File: src/rtl/jio_tty.sv
// Output-only TTY device on the CPU IO bus: latches a device address, queues OUT DATA
// bytes in a small FIFO and drains them at a paced rate into a two-byte display register.
module jio_tty #(
    parameter logic [7:0] DEV_ID    = 8'h00,
    parameter int         DEPTH     = 8,
    parameter int         DRAIN_DIV = 50000000
) (
    input  logic        CLK,
    input  logic        reset_n,
    input  logic [7:0]  bus_in,
    input  logic        io_s,
    input  logic        io_e,
    input  logic        io_da,
    input  logic        io_io,
    output logic [7:0]  bus_out,
    output logic        bus_oe,
    output logic [7:0]  dev_sel,
    output logic [15:0] disp,
    output logic        disp_stb,
    output logic [4:0]  count,
    output logic        full,
    output logic        empty,
    output logic        overflow
);

    localparam int PW = $clog2(DEPTH);
    localparam int TW = $clog2(DRAIN_DIV);

    typedef struct packed {
        logic       s;
        logic       e;
        logic       da;
        logic       io;
        logic [7:0] bus;
    } io_smp_t;

    io_smp_t                 sync1, sync2;
    logic                    s3, e3;
    logic [TW-1:0]           tick_cnt;
    logic [PW-1:0]           wr_ptr, rd_ptr;
    logic [DEPTH-1:0][7:0]   mem;

    logic s_rise, e_fall, selected;
    logic wr_addr, wr_data, rd_lvl;
    logic tick, pop, push, drop;

    // Bus value and direction bits travel with the strobes so they are sampled coherently.
    always_ff @(posedge CLK) begin
        if (!reset_n) begin
            sync1 <= '0;
            sync2 <= '0;
            s3    <= 1'b0;
            e3    <= 1'b0;
        end else begin
            sync1 <= {io_s, io_e, io_da, io_io, bus_in};
            sync2 <= sync1;
            s3    <= sync2.s;
            e3    <= sync2.e;
        end
    end

    assign s_rise   = sync2.s & ~s3;
    assign e_fall   = ~sync2.e & e3;
    assign selected = (dev_sel == DEV_ID);
    assign wr_addr  = s_rise & sync2.da & sync2.io;
    assign wr_data  = s_rise & ~sync2.da & sync2.io & selected;
    assign rd_lvl   = sync2.e & ~sync2.da & ~sync2.io & selected;

    assign full     = (count == 5'(DEPTH));
    assign empty    = (count == 5'd0);

    // A pop in the same cycle frees a slot, so a push into a full FIFO still lands.
    assign tick     = (tick_cnt == TW'(DRAIN_DIV - 1));
    assign pop      = tick & ~empty;
    assign push     = wr_data & (~full | pop);
    assign drop     = wr_data & full & ~pop;

    always_ff @(posedge CLK) begin
        if (push)
            mem[wr_ptr] <= sync2.bus;
    end

    always_ff @(posedge CLK) begin
        if (!reset_n) begin
            tick_cnt <= '0;
            dev_sel  <= 8'hFF;
            wr_ptr   <= '0;
            rd_ptr   <= '0;
            count    <= '0;
            overflow <= 1'b0;
            disp     <= '0;
            disp_stb <= 1'b0;
            bus_oe   <= 1'b0;
            bus_out  <= '0;
        end else begin
            tick_cnt <= tick ? '0 : tick_cnt + 1'b1;

            if (wr_addr)
                dev_sel <= sync2.bus;

            if (push)
                wr_ptr <= wr_ptr + 1'b1;

            if (pop) begin
                rd_ptr <= rd_ptr + 1'b1;
                disp   <= {disp[7:0], mem[rd_ptr]};
            end
            disp_stb <= pop;

            case ({push, pop})
                2'b10:   count <= count + 5'd1;
                2'b01:   count <= count - 5'd1;
                default: count <= count;
            endcase

            // Read-to-clear happens when a status read ends; a fresh drop wins.
            if (drop)
                overflow <= 1'b1;
            else if (e_fall & bus_oe)
                overflow <= 1'b0;

            bus_oe  <= rd_lvl;
            bus_out <= rd_lvl ? {overflow, full, empty, count} : 8'h00;
        end
    end

endmodule

File: config.mk
export PLATFORM = sky130hd
export DESIGN_NAME = jio_tty
export DESIGN_NICKNAME = d
export VERILOG_FILES = /design/src/rtl/jio_tty.sv
export SDC_FILE = /design/constraint.sdc
export NUM_CORES = 1
export LEC_CHECK = 0
export BUFFER_PORTS_ARGS = -buffer_cell sky130_fd_sc_hd__buf_4
export CAP_MARGIN = 10
export CORE_MARGIN = 2
export CORE_UTILIZATION = 55
export DETAILED_ROUTE_END_ITERATION = 6
export GPL_TIMING_DRIVEN = 0
export PLACE_DENSITY = 0.72
export SETUP_SLACK_MARGIN = 0.3
export SLEW_MARGIN = 15
export SYNTH_ARGS = -nofsm -noshare
export SYNTH_HDL_FRONTEND = slang
export SYNTH_SLANG_ARGS = --single-unit
export TNS_END_PERCENT = 5
File: constraint.sdc
create_clock -name CLK -period 7.5 [get_ports CLK]
set_input_delay 1.5 -clock CLK [delete_from_list [all_inputs] [get_ports CLK]]
set_output_delay 1.5 -clock CLK [all_outputs]
set_load 0.01 [all_outputs]
# Word-level counts from Yosys, hierarchy flattened

Cells that the tools add are included.

Input port bits: 14
Word-level logic and storage cells: 81
Bits in registers: 162
Output and inout port bits: 42

$lt $le $gt $ge: 3
Add/subtract/negate cells: 5
Mux-type cells: 8
Eq/ne operators: 4
Reductions and logical operators: 7
Bitwise logic cells: 24

Operators by type and width:

| cell                                                                                | number |
|---|---|
| 64-bit bitwise mux                                                                  | 1 |
| 26-bit by 1-bit adder with 26-bit output, second input constant                     | 1 |
| 26-bit equality test, second input constant                                         | 1 |
| 8-bit binary-select mux with 3-bit select                                           | 1 |
| 8-bit demux with 3-bit select                                                       | 1 |
| 8-bit two-way mux                                                                   | 2 |
| 1-bit AND                                                                           | 15 |
| 5-bit case mux with 2 select lines                                                  | 1 |
| 8-bit zero test                                                                     | 1 |
| 3-bit by 4-bit < comparator with 1-bit output, second input constant                | 2 |
| 1-bit NOT                                                                           | 8 |
| 3-bit by 1-bit adder with 3-bit output, second input constant                       | 2 |
| 5-bit by 1-bit adder with 5-bit output, second input constant                       | 1 |
| 5-bit by 4-bit equality test with 1-bit output, second input constant               | 1 |
| 5-bit zero test                                                                     | 1 |
| 5-bit by 1-bit subtractor with 5-bit output, second input constant                  | 1 |
| 2-bit nonzero test                                                                  | 2 |
| 3-bit by 1-bit greater-or-equal comparator with 1-bit output, second input constant | 1 |
| 2-bit by 1-bit equality test with 1-bit output, second input constant               | 1 |
| 2-bit equality test, second input constant                                          | 1 |
| 1-bit two-way mux                                                                   | 2 |
| 2-bit AND reduction                                                                 | 1 |
| 2-bit OR reduction                                                                  | 1 |
| 1-bit logical AND                                                                   | 1 |
| 1-bit OR                                                                            | 1 |

# Depth between registers and ports, before layout

Gate-level depths: netlist (run 1).

Depth after elaboration: 8
Depth in mapped cells: 11
Mapped depth without buffers: 11

# Worst setup path after synthesis (run 1)

No wires, ideal clock.

Path type: reg-to-reg
Start: register tick_cnt[16]
End: register mem[10] (netlist bit), enable pin
Stages on the path, launching flop included: 7
Required time: 7102 ps
Period minus slack after synthesis: 3213 ps
Arrival: 2815 ps
Setup slack: 4287 ps
Cell sequence: dfxtp_1 or4_4 or4_4 buf_6 o21ai_2 nand2_2 nor4b_1

Word-level cells in the longest chain between the ends: 4

RTL lines:

| element                       | RTL line | source |
|---|---|---|
| start, declared               | 39       | `logic [TW-1:0] tick_cnt;` |
| start signal, assigned        | 96       | `tick_cnt <= tick ? '0 : tick_cnt + 1'b1;` |
| 26-bit equality test          | 73       | `assign tick = (tick_cnt == TW'(DRAIN_DIV - 1));` |
| 1-bit AND                     | 74       | `assign pop = tick & ~empty;` |
| 1-bit OR                      | 75       | `assign push = wr_data & (~full \| pop);` |
| 1-bit AND                     | 75       |  |
| end signal, assigned by index | 80       | `mem[wr_ptr] <= sync2.bus;` |
| end, declared                 | 41       | `logic [DEPTH-1:0][7:0] mem;` |

No other way between the ends.
A chain may end at the register's enable or synchronous reset.

# Final worst setup path (run 1)

Start: register count[0]
End: output empty

Word-level cells in the longest chain between the ends: 1

RTL lines:

| element                | RTL line | source |
|---|---|---|
| start, declared        | 20       | `output logic [4:0] count,` |
| start signal, assigned | 111      | `2'b10: count <= count + 5'd1;` |
| start signal, assigned | 112      | `2'b01: count <= count - 5'd1;` |
| start signal, assigned | 113      | `default: count <= count;` |
| 5-bit zero test        | 70       | `assign empty = (count == 5'd0);` |
| end, declared          | 22       | `output logic empty,` |

No other way between the ends.

==> flow_summary.rst, run 1 <==
.. list-table::
   :header-rows: 1

   * - Metric
     - Value
   * - Status
     - finished clean
   * - Average wire per standard cell
     - 16.5 um
   * - Sequential share of power
     - 0.498
   * - Internal Pwr Total
     - 1.49 mW
   * - Synthesis Warnings
     - 0
   * - Synth cell types
     - 54
   * - Vias per inst
     - 5.54
   * - Slowest stage delay, CP
     - 0.88 ns
   * - Top-area cell type share of the netlist area
     - 0.311
   * - Classification of the worst-slack hold path
     - reg2reg
   * - Postcts setup bufs
     - 0
   * - Tot Pwr
     - 1.86 mW
   * - Row count
     - 39
   * - Clock latency at the later pin of the worst-skew pair
     - 0.43 ns
   * - Horizontal extent of the die
     - 111 um
   * - Signed area change from the synthesized netlist to the final layout
     - 19.9%
   * - Crit path from
     - count[0]$_SDFFE_PN0P_
   * - Number of hold buffers added after cts
     - 0
   * - WHS Path Cells
     - 1
   * - Async SR Flop Fraction
     - 0
   * - Worst endpoint required time
     - 6.00 ns
   * - R2R cell count
     - 11
   * - Largest net degree at the start of global routing
     - 17
   * - Maximum VDD drop
     - 0.172 mV
   * - Core area
     - 0.0113 mm2
   * - Worst-case register-to-register setup slack
     - 4.08 ns
   * - Class of the most critical setup path
     - reg2out
   * - Full die area
     - 0.0123 mm2
   * - Skew final
     - 0.00846 ns
   * - EDFF count, synth
     - 64
   * - Number of detailed-route iterations in the first pass
     - 5
   * - Number of max-slew violations in the final report
     - 0
   * - Worst setup SP type
     - register
   * - H-tree depth
     - 4
   * - Max Clk Rate
     - 0.265 GHz
   * - Part of the Yosys area used for sequential elements
     - 0.616
   * - GP Congestion
     - 0.817
   * - Primary FF master, synth
     - dfxtp_1
   * - Setup TNS Final
     - 0 ns
   * - Unrepaired setup endpoints after global routing
     - no
   * - Cell taking the most area after synthesis
     - dfxtp_1
   * - Post_cts resized
     - 0
   * - Total area of sequential cells
     - 0.00388 mm2
   * - Worst slew margin relative to its limit
     - 0.298
   * - Combined area of all synthesized cells
     - 0.00631 mm2
   * - Part of the power in combinational logic
     - 0.012
   * - HP Start
     - sync1[5]$_SDFF_PN0_
   * - Buffers on Ports
     - 54
   * - Final critical delay including setup and external delays
     - 3.77 ns
   * - Synthesized netlist cell count
     - 510
   * - Hold Path Sink
     - sync2[5]$_SDFF_PN0_
   * - P per Cell Area
     - 246 mW/mm2
   * - Detailed-route wire length
     - 12.2 mm
   * - Maximum buffer depth of the clock tree
     - 2
   * - Number of global-route vias before repair
     - 4133
   * - Leakage power total
     - 2.99 nW
   * - Violation count after the first detailed-routing iteration
     - 270
   * - # placed instances
     - 709
   * - Slowest stage cell on the critical path
     - nor4_1
   * - Switching pwr
     - 0.370 mW
   * - Reg-to-reg critical path startpoint
     - tick_cnt[18]$_SDFF_PP0_
   * - Grt ovf
     - 0
   * - Portion of total power attributed to the clock network
     - 0.490
   * - Global-route wire length before repair
     - 20.1 mm
   * - HPWL after detailed placement
     - 8.50 mm
   * - Cell-by-cell trace of the critical path
     - nor4_1, nand2b_1, clkinv_1, buf_4
   * - Per-instance average area after synthesis
     - 12.4 um2
   * - Count of final hold-check violations
     - 0
   * - # setup viols final
     - 0
   * - Crit path capture type
     - primary output
   * - Filler-free cell count of the finished design
     - 741
   * - Clock input transition at the sequential cells of the worst setup and hold paths
     - 0.06 ns
   * - Number of maximum-capacitance violations
     - 0
   * - Fraction of layout cells with a size suffix above 1
     - 0.206
   * - Top post-synthesis cells by area
     - dfxtp_1, edfxtp_1, mux4_2, and2_1, nand2_1
   * - Post-route ant nets
     - 0
   * - TritonCTS clock tree
     - built
   * - # DRC
     - 0
   * - Y dimension of the die
     - 111 um
   * - Number of nets in the final layout
     - 606
   * - Clock net sink count
     - 162
   * - Number of nets in the synthesized netlist
     - 531
   * - Initial Utilization
     - 0.557
   * - Num ports
     - 56
   * - Period utilisation layout
     - 0.502
   * - Global-route total usage across every layer
     - 0.209
   * - Arrival time at the worst endpoint
     - 2.27 ns
   * - Clock tree root driver cell
     - clkbuf_16
   * - Critical R2R Capture
     - count[4]$_SDFFE_PN0P_
   * - Highest net fanout along the worst path
     - 6
   * - Detailed-route via count
     - 4102
   * - Number of buffers created by CTS
     - 17
   * - Number of filler cells placed in the layout
     - 838
   * - Switching power share of the total
     - 0.199
   * - Number of diodes added for antenna fixing
     - 0
   * - Initial antenna violation count
     - 0
   * - Count of state elements after synthesis
     - 162
   * - Area used by multi-input combinational logic
     - 0.00233 mm2
   * - Worst-Margin Slew
     - 1.04 ns
registers in the layout, indices dropped and copies added, names as in the netlist:
signal / flops
bus_oe: 1
bus_out: 8
count: 5
dev_sel: 8
disp: 16
disp_stb: 1
e3: 1
mem: 64
overflow: 1
rd_ptr: 3
s3: 1
sync1: 12
sync2: 12
tick_cnt: 26
wr_ptr: 3
how the worst max path moves through the flow:
stage,cells after the start,slack [ns],to
after global placement,6,3.58,mem[13]$_DFFE_PP_
after detailed placement,11,4.11,count[4]$_SDFFE_PN0P_
after CTS,4,3.76,empty
after floorplan,6,4.29,mem[10]$_DFFE_PP_
after global routing,4,3.63,empty
final,4,3.73,empty
worst max-delay path, delay by kind of cell, from the launching register on:
kind	cells	cell delay, ns
buffers and inverters	2	0.37
DFF	1	0.36
and+or+nand+nor	2	1.11
final cells by class:
| type | count | area share |
|---|---|---|
| buffer | 23 | 0.0145 |
| clock buffer | 17 | 0.0562 |
| clock inverter | 15 | 0.0269 |
| inverter | 5 | 0.00248 |
| multi-input combinational | 320 | 0.308 |
| sequential | 162 | 0.513 |
| tap | 143 | 0.0236 |
| timing repair buffer | 56 | 0.0552 |
logic make-up after synthesis:
kind of cell,share of synthesized area
AO/OA/AOI/OAI,0.0500
AND/OR/NAND/NOR,0.184
adder cells (fa/ha/maj),0.0151
buffers and inverters,0.0204
XOR/XNOR,0.0375
flip-flops,0.616
multiplexers,0.0777
synthesized netlist by cell type (all sizes together), types with 2 or more instances:
library cell,n
mux4,16
o21a,2
ha,6
nor4,7
nand4,9
nand2,63
a21oi,2
nand3,23
dfxtp,98
a21boi,13
xnor2,12
or4,3
edfxtp,64
mux2i,13
o211a,8
nor3b,3
clkbuf,17
o21ai,5
nor3,10
nand2b,4
inv,4
xor2,15
and2,40
buf,6
and4,7
nor4b,2
o31ai,2
and3,5
nor2,36
per-layer routing:
metal / track usage / part of all wire / up-vias
met2: 0.339 / 0.47 / 114
met4: 0.0922 / 0.027 / 0
met5: 0 / 0 / -
met3: 0.0530 / 0.049 / 24
met1: 0.268 / 0.45 / 1979
li1: - / - / 1985
per-stage QoR:
step | worst slack, ns | area, um2 | util | hold WS (ns)
detailed placement | 4.11 | 6940 | 0.613 | 0.419
floorplan | 4.29 | 6310 | - | 0.412
global placement | 3.58 | 6890 | 0.609 | 0.417
CTS | 3.76 | 7570 | 0.669 | 0.433
finish | 3.73 | 7570 | 0.669 | 0.428
global route | 3.63 | 7570 | 0.669 | 0.444
power groups by stage:
stage	Clock, mW	Sequential [mW]	Combinational, mW
final	0.911	0.927	0.0228
after global routing	0.960	0.927	0.0260
after CTS	0.924	0.927	0.0231
after detailed placement	0	0.946	0.0230
after global placement	0	0.945	0.0221
after floorplan	0	0.943	0.0132
cells in the final DEF, fill, tap and decap left out, types with 3 or more instances in the layout:
cell,count
and4_1,7
and2_1,40
bufinv_16,4
ha_1,6
buf_6,3
a21boi_2,3
inv_6,4
buf_4,55
nor2_1,36
dfxtp_1,98
inv_1,4
a21boi_1,10
nand3_1,23
clkbuf_1,17
clkinvlp_4,3
o211a_1,8
mux4_2,16
nor3_2,3
xnor2_1,12
and3_1,5
nor4_1,4
nand2_1,62
edfxtp_1,64
clkbuf_16,17
nand2b_1,4
mux2i_1,13
xor2_1,15
nand4_1,9
nor3_1,6
No activity file was read; power rests on OpenSTA's default activity.
==> inputs of run 2 (changes only) <==
--- a/config.mk
+++ b/config.mk
@@ -5,13 +5,14 @@
 export SDC_FILE = /design/constraint.sdc
 export NUM_CORES = 1
 export LEC_CHECK = 0
+export ABC_AREA = 1
 export BUFFER_PORTS_ARGS = -buffer_cell sky130_fd_sc_hd__buf_4
 export CAP_MARGIN = 10
 export CORE_MARGIN = 2
 export CORE_UTILIZATION = 55
 export DETAILED_ROUTE_END_ITERATION = 6
 export GPL_TIMING_DRIVEN = 0
-export PLACE_DENSITY = 0.72
+export PLACE_DENSITY = 0.71
 export SETUP_SLACK_MARGIN = 0.3
 export SLEW_MARGIN = 15
 export SYNTH_ARGS = -nofsm -noshare
==> constraint.sdc (replaced) <==
create_clock -name CLK -period 3.74 [get_ports CLK]
set_input_delay 0.748 -clock CLK [delete_from_list [all_inputs] [get_ports CLK]]
set_output_delay 0.748 -clock CLK [all_outputs]
set_load 0.01 [all_outputs]
==> run 2 against run 1 <==
Clock power up 91%. Non-clock buffer count rose by 1. Synthesized cell count increased by 34%. Critical endpoint is now count[4]$_SDFFE_PN0P_. Register-to-register slack worse by 3.2 ns. Sequential power grew 100%. Design area up 1.5%.
==> flow_summary.rst, run 2 <==
.. list-table::
   :header-rows: 1

   * - Metric
     - Value
   * - Status
     - finished clean (unchanged)
   * - Average wire per standard cell
     - 15.5 um (was 16.5 um)
   * - Per-instance average area after synthesis
     - 9.44 um2 (was 12.4 um2)
   * - Worst setup SP type
     - register (unchanged)
   * - TritonCTS clock tree
     - built (unchanged)
   * - Highest-count cells in the layout ignoring fill and taps
     - nand2_1, dfxtp_1, nor2_1 (was dfxtp_1, edfxtp_1, nand2_1)
   * - Global-route wire length before repair
     - 23.5 mm (was 20.1 mm)
   * - Largest net degree at the start of global routing
     - 17 (unchanged)
   * - Postcts setup bufs
     - 0 (unchanged)
   * - Top Registers
     - mem x64, tick_cnt x26, disp x16 (unchanged)
   * - Number of hold buffers added after cts
     - 0 (unchanged)
   * - Met2 track demand over resource in global routing
     - 0.374 (was 0.339)
   * - Number of buffers created by CTS
     - 17 (unchanged)
   * - Worst slew margin relative to its limit
     - 0.228 (was 0.298)
   * - Number of diodes added for antenna fixing
     - 0 (unchanged)
   * - Hold Path Sink
     - sync2[10]$_SDFF_PN0_ (was sync2[5]$_SDFF_PN0_)
   * - Number of max-slew violations in the final report
     - 0 (unchanged)
   * - Combined area of all synthesized cells
     - 0.00644 mm2 (was 0.00631 mm2)
   * - Top-area cell type share of the netlist area
     - 0.305 (was 0.311)
   * - Post_cts resized
     - 0 (unchanged)
   * - Worst endpoint required time
     - 4.05 ns (was 6.00 ns)
   * - Worst-Margin Slew
     - 1.15 ns (was 1.04 ns)
   * - Hold Worst Slack
     - 0.412 ns (was 0.428 ns)
   * - Number of nets in the final layout
     - 780 (was 606)
   * - M1 GR Usage
     - 0.324 (was 0.268)
   * - Horizontal extent of the die
     - 112 um (was 111 um)
   * - HPWL after detailed placement
     - 9.80 mm (was 8.50 mm)
   * - Unrepaired setup endpoints after global routing
     - no (unchanged)
   * - Routing usage on met3
     - 0.0475 (was 0.0530)
   * - Row count
     - 39 (unchanged)
   * - # placed instances
     - 883 (was 709)
   * - Number of detailed-route iterations in the first pass
     - 4 (was 5)
   * - Leakage power total
     - 3.21 nW (was 2.99 nW)
   * - Tot Pwr
     - 3.65 mW (was 1.86 mW)
   * - Most instantiated library cell after synthesis
     - nand2_1 (was dfxtp_1)
   * - H-tree depth
     - 4 (unchanged)
   * - Initial antenna violation count
     - 0 (unchanged)
   * - Most common library cell in the layout ignoring fill and taps
     - nand2_1 (was dfxtp_1)
   * - Num ports
     - 56 (unchanged)
   * - Number of filler cells placed in the layout
     - 919 (was 838)
   * - Top post-synthesis cells by area
     - dfxtp_1, edfxtp_1, nand2_1, nor2_1, inv_1 (was dfxtp_1, edfxtp_1, mux4_2, and2_1, nand2_1)
   * - Skew final
     - 0.0101 ns (was 0.00846 ns)
   * - Number of nets in the synthesized netlist
     - 703 (was 531)
   * - Maximum buffer depth of the clock tree
     - 2 (unchanged)
   * - Part of the Yosys area used for sequential elements
     - 0.603 (was 0.616)
   * - Synthesis Warnings
     - 0 (unchanged)
   * - Setup TNS Final
     - 0 ns (unchanged)
   * - Number of maximum-capacitance violations
     - 0 (unchanged)
   * - Max FFs per register
     - 64 (unchanged)
   * - Filler-free cell count of the finished design
     - 915 (was 741)
   * - Post-route ant nets
     - 0 (unchanged)
   * - Clock tree root driver cell
     - clkbuf_16 (unchanged)
   * - Highest net fanout along the worst path
     - 4 (was 6)
   * - Worst-case register-to-register setup slack
     - 0.90 ns (was 4.08 ns)
   * - Async SR Flop Fraction
     - 0 (unchanged)
   * - Final critical delay including setup and external delays
     - 2.84 ns
   * - HP Start
     - sync1[10]$_SDFF_PN0_ (was sync1[5]$_SDFF_PN0_)
   * - Count of state elements after synthesis
     - 162 (unchanged)
   * - Leading cell types by count after synthesis
     - nand2_1, dfxtp_1, nor2_1 (was dfxtp_1, edfxtp_1, nand2_1)
   * - Grt ovf
     - 0 (unchanged)
   * - Clock latency at the later pin of the worst-skew pair
     - 0.43 ns (about the same)
   * - Vias per inst
     - 5.37 (was 5.54)
   * - Global-route total usage across every layer
     - 0.237 (was 0.209)
   * - Clock net sink count
     - 162 (unchanged)
   * - Most Crowded Layer GR
     - met2 (unchanged)
   * - R2R cell count
     - 14 (was 11)
   * - Maximum VDD drop
     - 0.346 mV (was 0.172 mV)
   * - Full die area
     - 0.0126 mm2 (was 0.0123 mm2)
   * - Fraction of layout cells with a size suffix above 1
     - 0.180 (was 0.206)
   * - EDFF count, synth
     - 64 (unchanged)
   * - Initial Utilization
     - 0.564 (was 0.557)
   * - Reg-to-reg critical path startpoint
     - tick_cnt[0]$_SDFF_PP0_ (was tick_cnt[18]$_SDFF_PP0_)
   * - Primary FF master, synth
     - dfxtp_1 (unchanged)
   * - P per Cell Area
     - 475 mW/mm2 (was 246 mW/mm2)
   * - Signed area change from the synthesized netlist to the final layout
     - 19.3% (was 19.9%)
   * - # setup viols final
     - 0 (unchanged)
   * - Count of final hold-check violations
     - 0 (unchanged)
   * - # DRC
     - 0 (unchanged)
   * - Synthesized netlist cell count
     - 682 (was 510)
   * - Buffers on Ports
     - 54 (unchanged)
   * - Y dimension of the die
     - 112 um (was 111 um)
   * - Cell taking the most area after synthesis
     - dfxtp_1 (unchanged)
   * - Detailed-route via count
     - 4909 (was 4102)
   * - Arrival time at the worst endpoint
     - 3.15 ns (was 2.27 ns)
   * - Crit path capture type
     - register (was primary output)
   * - Core area
     - 0.0114 mm2 (was 0.0113 mm2)
   * - Critical R2R Capture
     - count[4]$_SDFFE_PN0P_ (unchanged)
   * - Most flop-heavy register
     - mem (unchanged)
   * - WHS Path Cells
     - 2 (was 1)
   * - GP Congestion
     - 0.899 (was 0.817)
   * - Detailed-route wire length
     - 14.2 mm (was 12.2 mm)
   * - Period utilisation layout
     - 0.759
   * - Number of global-route vias before repair
     - 4789 (was 4133)
   * - Max Clk Rate
     - 0.352 GHz
   * - Synth cell types
     - 43 (was 54)
   * - Clock input transition at the sequential cells of the worst setup and hold paths
     - 0.06 ns (about the same)
   * - Classification of the worst-slack hold path
     - reg2reg (unchanged)
   * - Class of the most critical setup path
     - reg2reg (was reg2out)
   * - Violation count after the first detailed-routing iteration
     - 332 (was 270)
[run 2: metal layers]
| metal | vias to the layer above | part of all wire | wire length (um) |
|---|---|---|---|
| li1 | 2431 | - | - |
| met1 | 2274 | 0.44 | 6270 |
| met2 | 172 | 0.47 | 6610 |
| met3 | 32 | 0.070 | 999 |
| met4 | 0 | 0.023 | 329 |
| met5 | - | 0 | 0 |
[run 2: area by class of cell]
class | count | area, um2 | area share
buffer | 22 | 100 | 0.0130
clock buffer | 17 | 425 | 0.0554
clock inverter | 15 | 168 | 0.0218
inverter | 82 | 309 | 0.0402
multi-input combinational | 416 | 2180 | 0.284
sequential | 162 | 3880 | 0.506
tap | 143 | 179 | 0.0233
timing repair buffer | 58 | 433 | 0.0564
[run 2: kinds of logic (layout without fill, tap and decap cells)]
| group | Yosys count | in the layout | synth area share |
|---|---|---|---|
| AOI/OAI and AO/OA | 116 | 116 | 0.0980 |
| xor gates and xnor gates | 8 | 8 | 0.0109 |
| adders and majority gates | 7 | 7 | 0.0148 |
| buffers and inverters | 104 | 194 | 0.0636 |
| DFF | 162 | 162 | 0.603 |
| and+or+nand+nor | 285 | 285 | 0.209 |
[run 2: critical path, stage by stage, from the launching register on]
cell      delay [ns]
dfxtp_1         0.37
ha_1            0.21
nand3_2         0.14
clkinv_1        0.10
nand2_1         0.05
nor2_1          0.24
nand4_1         0.28
inv_1           0.19
ha_1            0.29
nand2_1         0.10
nor2_1          0.05
a211oi_1        0.30
nand2_1         0.14
a21oi_1         0.20
nor2_1          0.07
[run 2: stage by stage]
step	cell area (um2)	setup slack, ns	utilization
2_1_floorplan	6440	1.33	-
3_3_place_gp	7020	0.584	0.615
3_5_place_dp	7080	0.964	0.620
4_1_cts	7680	0.939	0.672
5_1_grt	7680	0.666	0.673
6_report	7680	0.903	0.673
[run 2: worst max path at each step]
stage / startpoint / end / slack (ns) / cells after the start
3_5_place_dp: tick_cnt[0]$_SDFF_PP0_ / mem[62]$_DFFE_PP_ / 0.96 / 9
4_1_cts: tick_cnt[0]$_SDFF_PP0_ / count[4]$_SDFFE_PN0P_ / 0.94 / 16
6_report: tick_cnt[0]$_SDFF_PP0_ / count[4]$_SDFFE_PN0P_ / 0.90 / 14
5_1_grt: tick_cnt[0]$_SDFF_PP0_ / count[4]$_SDFFE_PN0P_ / 0.67 / 14
3_3_place_gp: tick_cnt[0]$_SDFF_PP0_ / mem[19]$_DFFE_PP_ / 0.58 / 9
2_1_floorplan: tick_cnt[0]$_SDFF_PP0_ / mem[0]$_DFFE_PP_ / 1.33 / 9
[run 2: report_power, final]
group	leakage [nW]	internal [mW]	switching [mW]	total (mW)
Sequential	1.50	1.84	0.0147	1.86
Clock	0.292	1.00	0.741	1.74
Combinational	1.42	0.0195	0.0301	0.0496
Total	3.21	2.87	0.785	3.65
==> inputs of run 3 (changes only) <==
--- a/config.mk
+++ b/config.mk
@@ -9,10 +9,10 @@
 export BUFFER_PORTS_ARGS = -buffer_cell sky130_fd_sc_hd__buf_4
 export CAP_MARGIN = 10
 export CORE_MARGIN = 2
-export CORE_UTILIZATION = 55
+export CORE_UTILIZATION = 53
 export DETAILED_ROUTE_END_ITERATION = 6
 export GPL_TIMING_DRIVEN = 0
-export PLACE_DENSITY = 0.71
+export PLACE_DENSITY = 0.72
 export SETUP_SLACK_MARGIN = 0.3
 export SLEW_MARGIN = 15
 export SYNTH_ARGS = -nofsm -noshare
==> constraint.sdc (replaced) <==
create_clock -name CLK -period 2.3 [get_ports CLK]
set_input_delay 0.46 -clock CLK [delete_from_list [all_inputs] [get_ports CLK]]
set_output_delay 0.46 -clock CLK [all_outputs]
set_load 0.01 [all_outputs]
==> run 3 against run 2 <==
Flip-flop and latch count did not move. Via count up 4.0%. Register-to-register slack worse by 0.81 ns. Cell count is 3.4% higher. Clock skew hardly changed. Clock power up 52%.
==> flow_summary.rst, run 3 (same netlist as run 2, synthesis figures left out) <==
.. list-table::
   :header-rows: 1

   * - Metric
     - Value
   * - Status
     - finished clean (unchanged)
   * - Full die area
     - 0.0130 mm2 (was 0.0126 mm2)
   * - Final critical delay including setup and external delays
     - 2.21 ns (was 2.84 ns)
   * - Total area of sequential cells
     - 0.00392 mm2 (was 0.00388 mm2)
   * - Unrepaired setup endpoints after global routing
     - yes (was no)
   * - Number of global-route vias before repair
     - 4839 (was 4789)
   * - Worst-Margin Slew
     - 0.579 ns (was 1.15 ns)
   * - Highest net fanout along the worst path
     - 3 (was 4)
   * - Final core area utilization
     - 0.690 (was 0.673)
   * - GP Congestion
     - 0.879 (was 0.899)
   * - Global-route wire length before repair
     - 24.2 mm (was 23.5 mm)
   * - Y dimension of the die
     - 114 um (was 112 um)
   * - Skew final
     - 0.00975 ns (was 0.0101 ns)
   * - Fraction of layout cells with a size suffix above 1
     - 0.267 (was 0.180)
   * - Class of the most critical setup path
     - reg2reg (unchanged)
   * - Number of diodes added for antenna fixing
     - 0 (unchanged)
   * - Detailed-route wire length
     - 15.2 mm (was 14.2 mm)
   * - Worst endpoint required time
     - 2.67 ns (was 4.05 ns)
   * - Signed area change from the synthesized netlist to the final layout
     - 27.7% (was 19.3%)
   * - Top Registers
     - mem x64, tick_cnt x26, disp x16 (unchanged)
   * - Worst slew margin relative to its limit
     - 0.613 (was 0.228)
   * - Core area
     - 0.0119 mm2 (was 0.0114 mm2)
   * - Number of detailed-route iterations in the first pass
     - 5 (was 4)
   * - Clock net sink count
     - 162 (unchanged)
   * - Area used by multi-input combinational logic
     - 0.00241 mm2 (was 0.00218 mm2)
   * - # DRC
     - 0 (unchanged)
   * - Leakage power total
     - 3.42 nW (was 3.21 nW)
   * - Most flop-heavy register
     - mem (unchanged)
   * - R2R cell count
     - 15 (was 14)
   * - HP Start
     - bus_in[6] (was sync1[10]$_SDFF_PN0_)
   * - Tot Pwr
     - 5.76 mW (was 3.65 mW)
   * - TritonCTS clock tree
     - built (unchanged)
   * - P per Cell Area
     - 701 mW/mm2 (was 475 mW/mm2)
   * - Worst setup SP type
     - register (unchanged)
   * - Most common library cell in the layout ignoring fill and taps
     - nand2_1 (unchanged)
   * - Critical R2R Capture
     - count[4]$_SDFFE_PN0P_ (unchanged)
   * - H-tree depth
     - 4 (unchanged)
   * - Number of maximum-capacitance violations
     - 0 (unchanged)
   * - Clock input transition at the sequential cells of the worst setup and hold paths
     - 0.06 ns (about the same)
   * - Initial Utilization
     - 0.540 (was 0.564)
   * - Count of final hold-check violations
     - 0 (unchanged)
   * - Maximum buffer depth of the clock tree
     - 2 (unchanged)
   * - # setup viols final
     - 0 (unchanged)
   * - Vias per inst
     - 5.39 (was 5.37)
   * - Final worst slack
     - 0.0885 ns (was 0.903 ns)
   * - Period utilisation layout
     - 0.962 (was 0.759)
   * - Highest-count cells in the layout ignoring fill and taps
     - nand2_1, nor2_1, buf_4, dfxtp_1, inv_1 (was nand2_1, dfxtp_1, nor2_1)
   * - Buffers on Ports
     - 54 (unchanged)
   * - Number of filler cells placed in the layout
     - 863 (was 919)
   * - Hold Path Sink
     - sync1[6]$_SDFF_PN0_ (was sync2[10]$_SDFF_PN0_)
   * - Row count
     - 40 (was 39)
   * - Clock latency at the later pin of the worst-skew pair
     - 0.43 ns (about the same)
   * - Worst-case register-to-register setup slack
     - 0.09 ns (was 0.90 ns)
   * - Global-route total usage across every layer
     - 0.245 (was 0.237)
   * - Arrival time at the worst endpoint
     - 2.58 ns (was 3.15 ns)
   * - Number of hold buffers added after cts
     - 0 (unchanged)
   * - Num ports
     - 56 (unchanged)
   * - Number of max-slew violations in the final report
     - 0 (unchanged)
   * - Max FFs per register
     - 64 (unchanged)
   * - Initial antenna violation count
     - 0 (unchanged)
   * - Average wire per standard cell
     - 16.1 um (was 15.5 um)
   * - Number of buffers created by CTS
     - 17 (unchanged)
   * - Horizontal extent of the die
     - 114 um (was 112 um)
   * - Max Clk Rate
     - 0.452 GHz (was 0.352 GHz)
   * - Clock tree root driver cell
     - clkbuf_16 (unchanged)
   * - Number of nets in the final layout
     - 807 (was 780)
   * - Violation count after the first detailed-routing iteration
     - 572 (was 332)
   * - Maximum VDD drop
     - 0.694 mV (was 0.346 mV)
   * - Detailed-route via count
     - 5103 (was 4909)
   * - Reg-to-reg critical path startpoint
     - tick_cnt[1]$_SDFF_PP0_ (was tick_cnt[0]$_SDFF_PP0_)
   * - Grt ovf
     - 0 (unchanged)
   * - Classification of the worst-slack hold path
     - in2reg (was reg2reg)
   * - HPWL after detailed placement
     - 9.95 mm (was 9.80 mm)
   * - Worst slack at placement
     - -0.691 ns (was 0.964 ns)
   * - Largest net degree at the start of global routing
     - 17 (unchanged)
   * - WHS Path Cells
     - 3 (was 2)
   * - Post-route ant nets
     - 0 (unchanged)
   * - Crit path capture type
     - register (unchanged)
-- run 3: changes by cell type in the layout (fill, tap and decap cells not counted), sizes merged --
cell and delta:
clkbuf +4, bufinv -2, clkinvlp +1, inv -1
buf +27, clkinv -2
-- run 3: layer usage --
layer	track usage	wire, um	part of all wire	up-vias
met5	0	0	0	-
met4	0.0959	334	0.022	0
met3	0.0688	1170	0.077	39
met2	0.403	7630	0.50	200
met1	0.308	6090	0.40	2370
li1	-	-	-	2494
-- run 3: power breakdown --
| part | switching (mW) | leakage (nW) | internal, mW |
|---|---|---|---|
| Combinational | 0.0521 | 1.63 | 0.0407 |
| Clock | 1.15 | 0.271 | 1.49 |
| Sequential | 0.0247 | 1.51 | 3.00 |
-- run 3: how the worst max path moves through the flow --
stage	start	endpoint	slack, ns	depth (start not counted)
after floorplan	tick_cnt[0]$_SDFF_PP0_	mem[24]$_DFFE_PP_	0.07	9
after global placement	tick_cnt[0]$_SDFF_PP0_	mem[11]$_DFFE_PP_	-0.59	9
after detailed placement	tick_cnt[0]$_SDFF_PP0_	mem[45]$_DFFE_PP_	-0.69	9
after CTS	tick_cnt[1]$_SDFF_PP0_	count[4]$_SDFFE_PN0P_	0.13	16
after global routing	tick_cnt[1]$_SDFF_PP0_	count[4]$_SDFFE_PN0P_	-0.05	15
final	tick_cnt[1]$_SDFF_PP0_	count[4]$_SDFFE_PN0P_	0.09	15
-- run 3: timing repair --
item / CTS / global route
setup endpoints to repair: 69 / 71
gates resized for setup: 46 / 29
setup buffers: 26 / 5
pin swaps: 24 / 22
gates cloned: 0 / 0
-- run 3: metrics by stage --
step                      instance area (um2)  hold WS, ns  cells  setup TNS, ns
after floorplan                          6460        0.390    682              0
after global placement                   7050        0.395    883         -25.17
after detailed placement                 7070        0.397    883         -22.48
after CTS                                8100        0.191    941              0
after global routing                     8220        0.209    946        -0.0707
final                                    8220        0.207    946              0
-- run 3: worst max-delay path, stage by stage (launching register included) --
cell and delay [ns]:
dfxtp_2 0.35, ha_4 0.16, nand3_4 0.10, clkinv_4 0.08, nand2_4 0.04, nor2_4 0.11, nand4_1 0.15, buf_4 0.20
fa_2 0.37, nor2_2 0.15, a211oi_2 0.05, nand2_1 0.07, nand2_1 0.06, nand3_1 0.07, nand2_1 0.05, nor2_1 0.12
-- run 3: area by class of cell --
| cell class | count | area share |
|---|---|---|
| Clock inverter | 11 | 0.0108 |
| Buffer | 22 | 0.0125 |
| Timing Repair Buffer | 85 | 0.0892 |
| Sequential cell | 162 | 0.477 |
| Tap cell | 147 | 0.0224 |
| Inverter | 82 | 0.0382 |
| Clock buffer | 21 | 0.0574 |
| Multi-Input combinational cell | 416 | 0.293 |
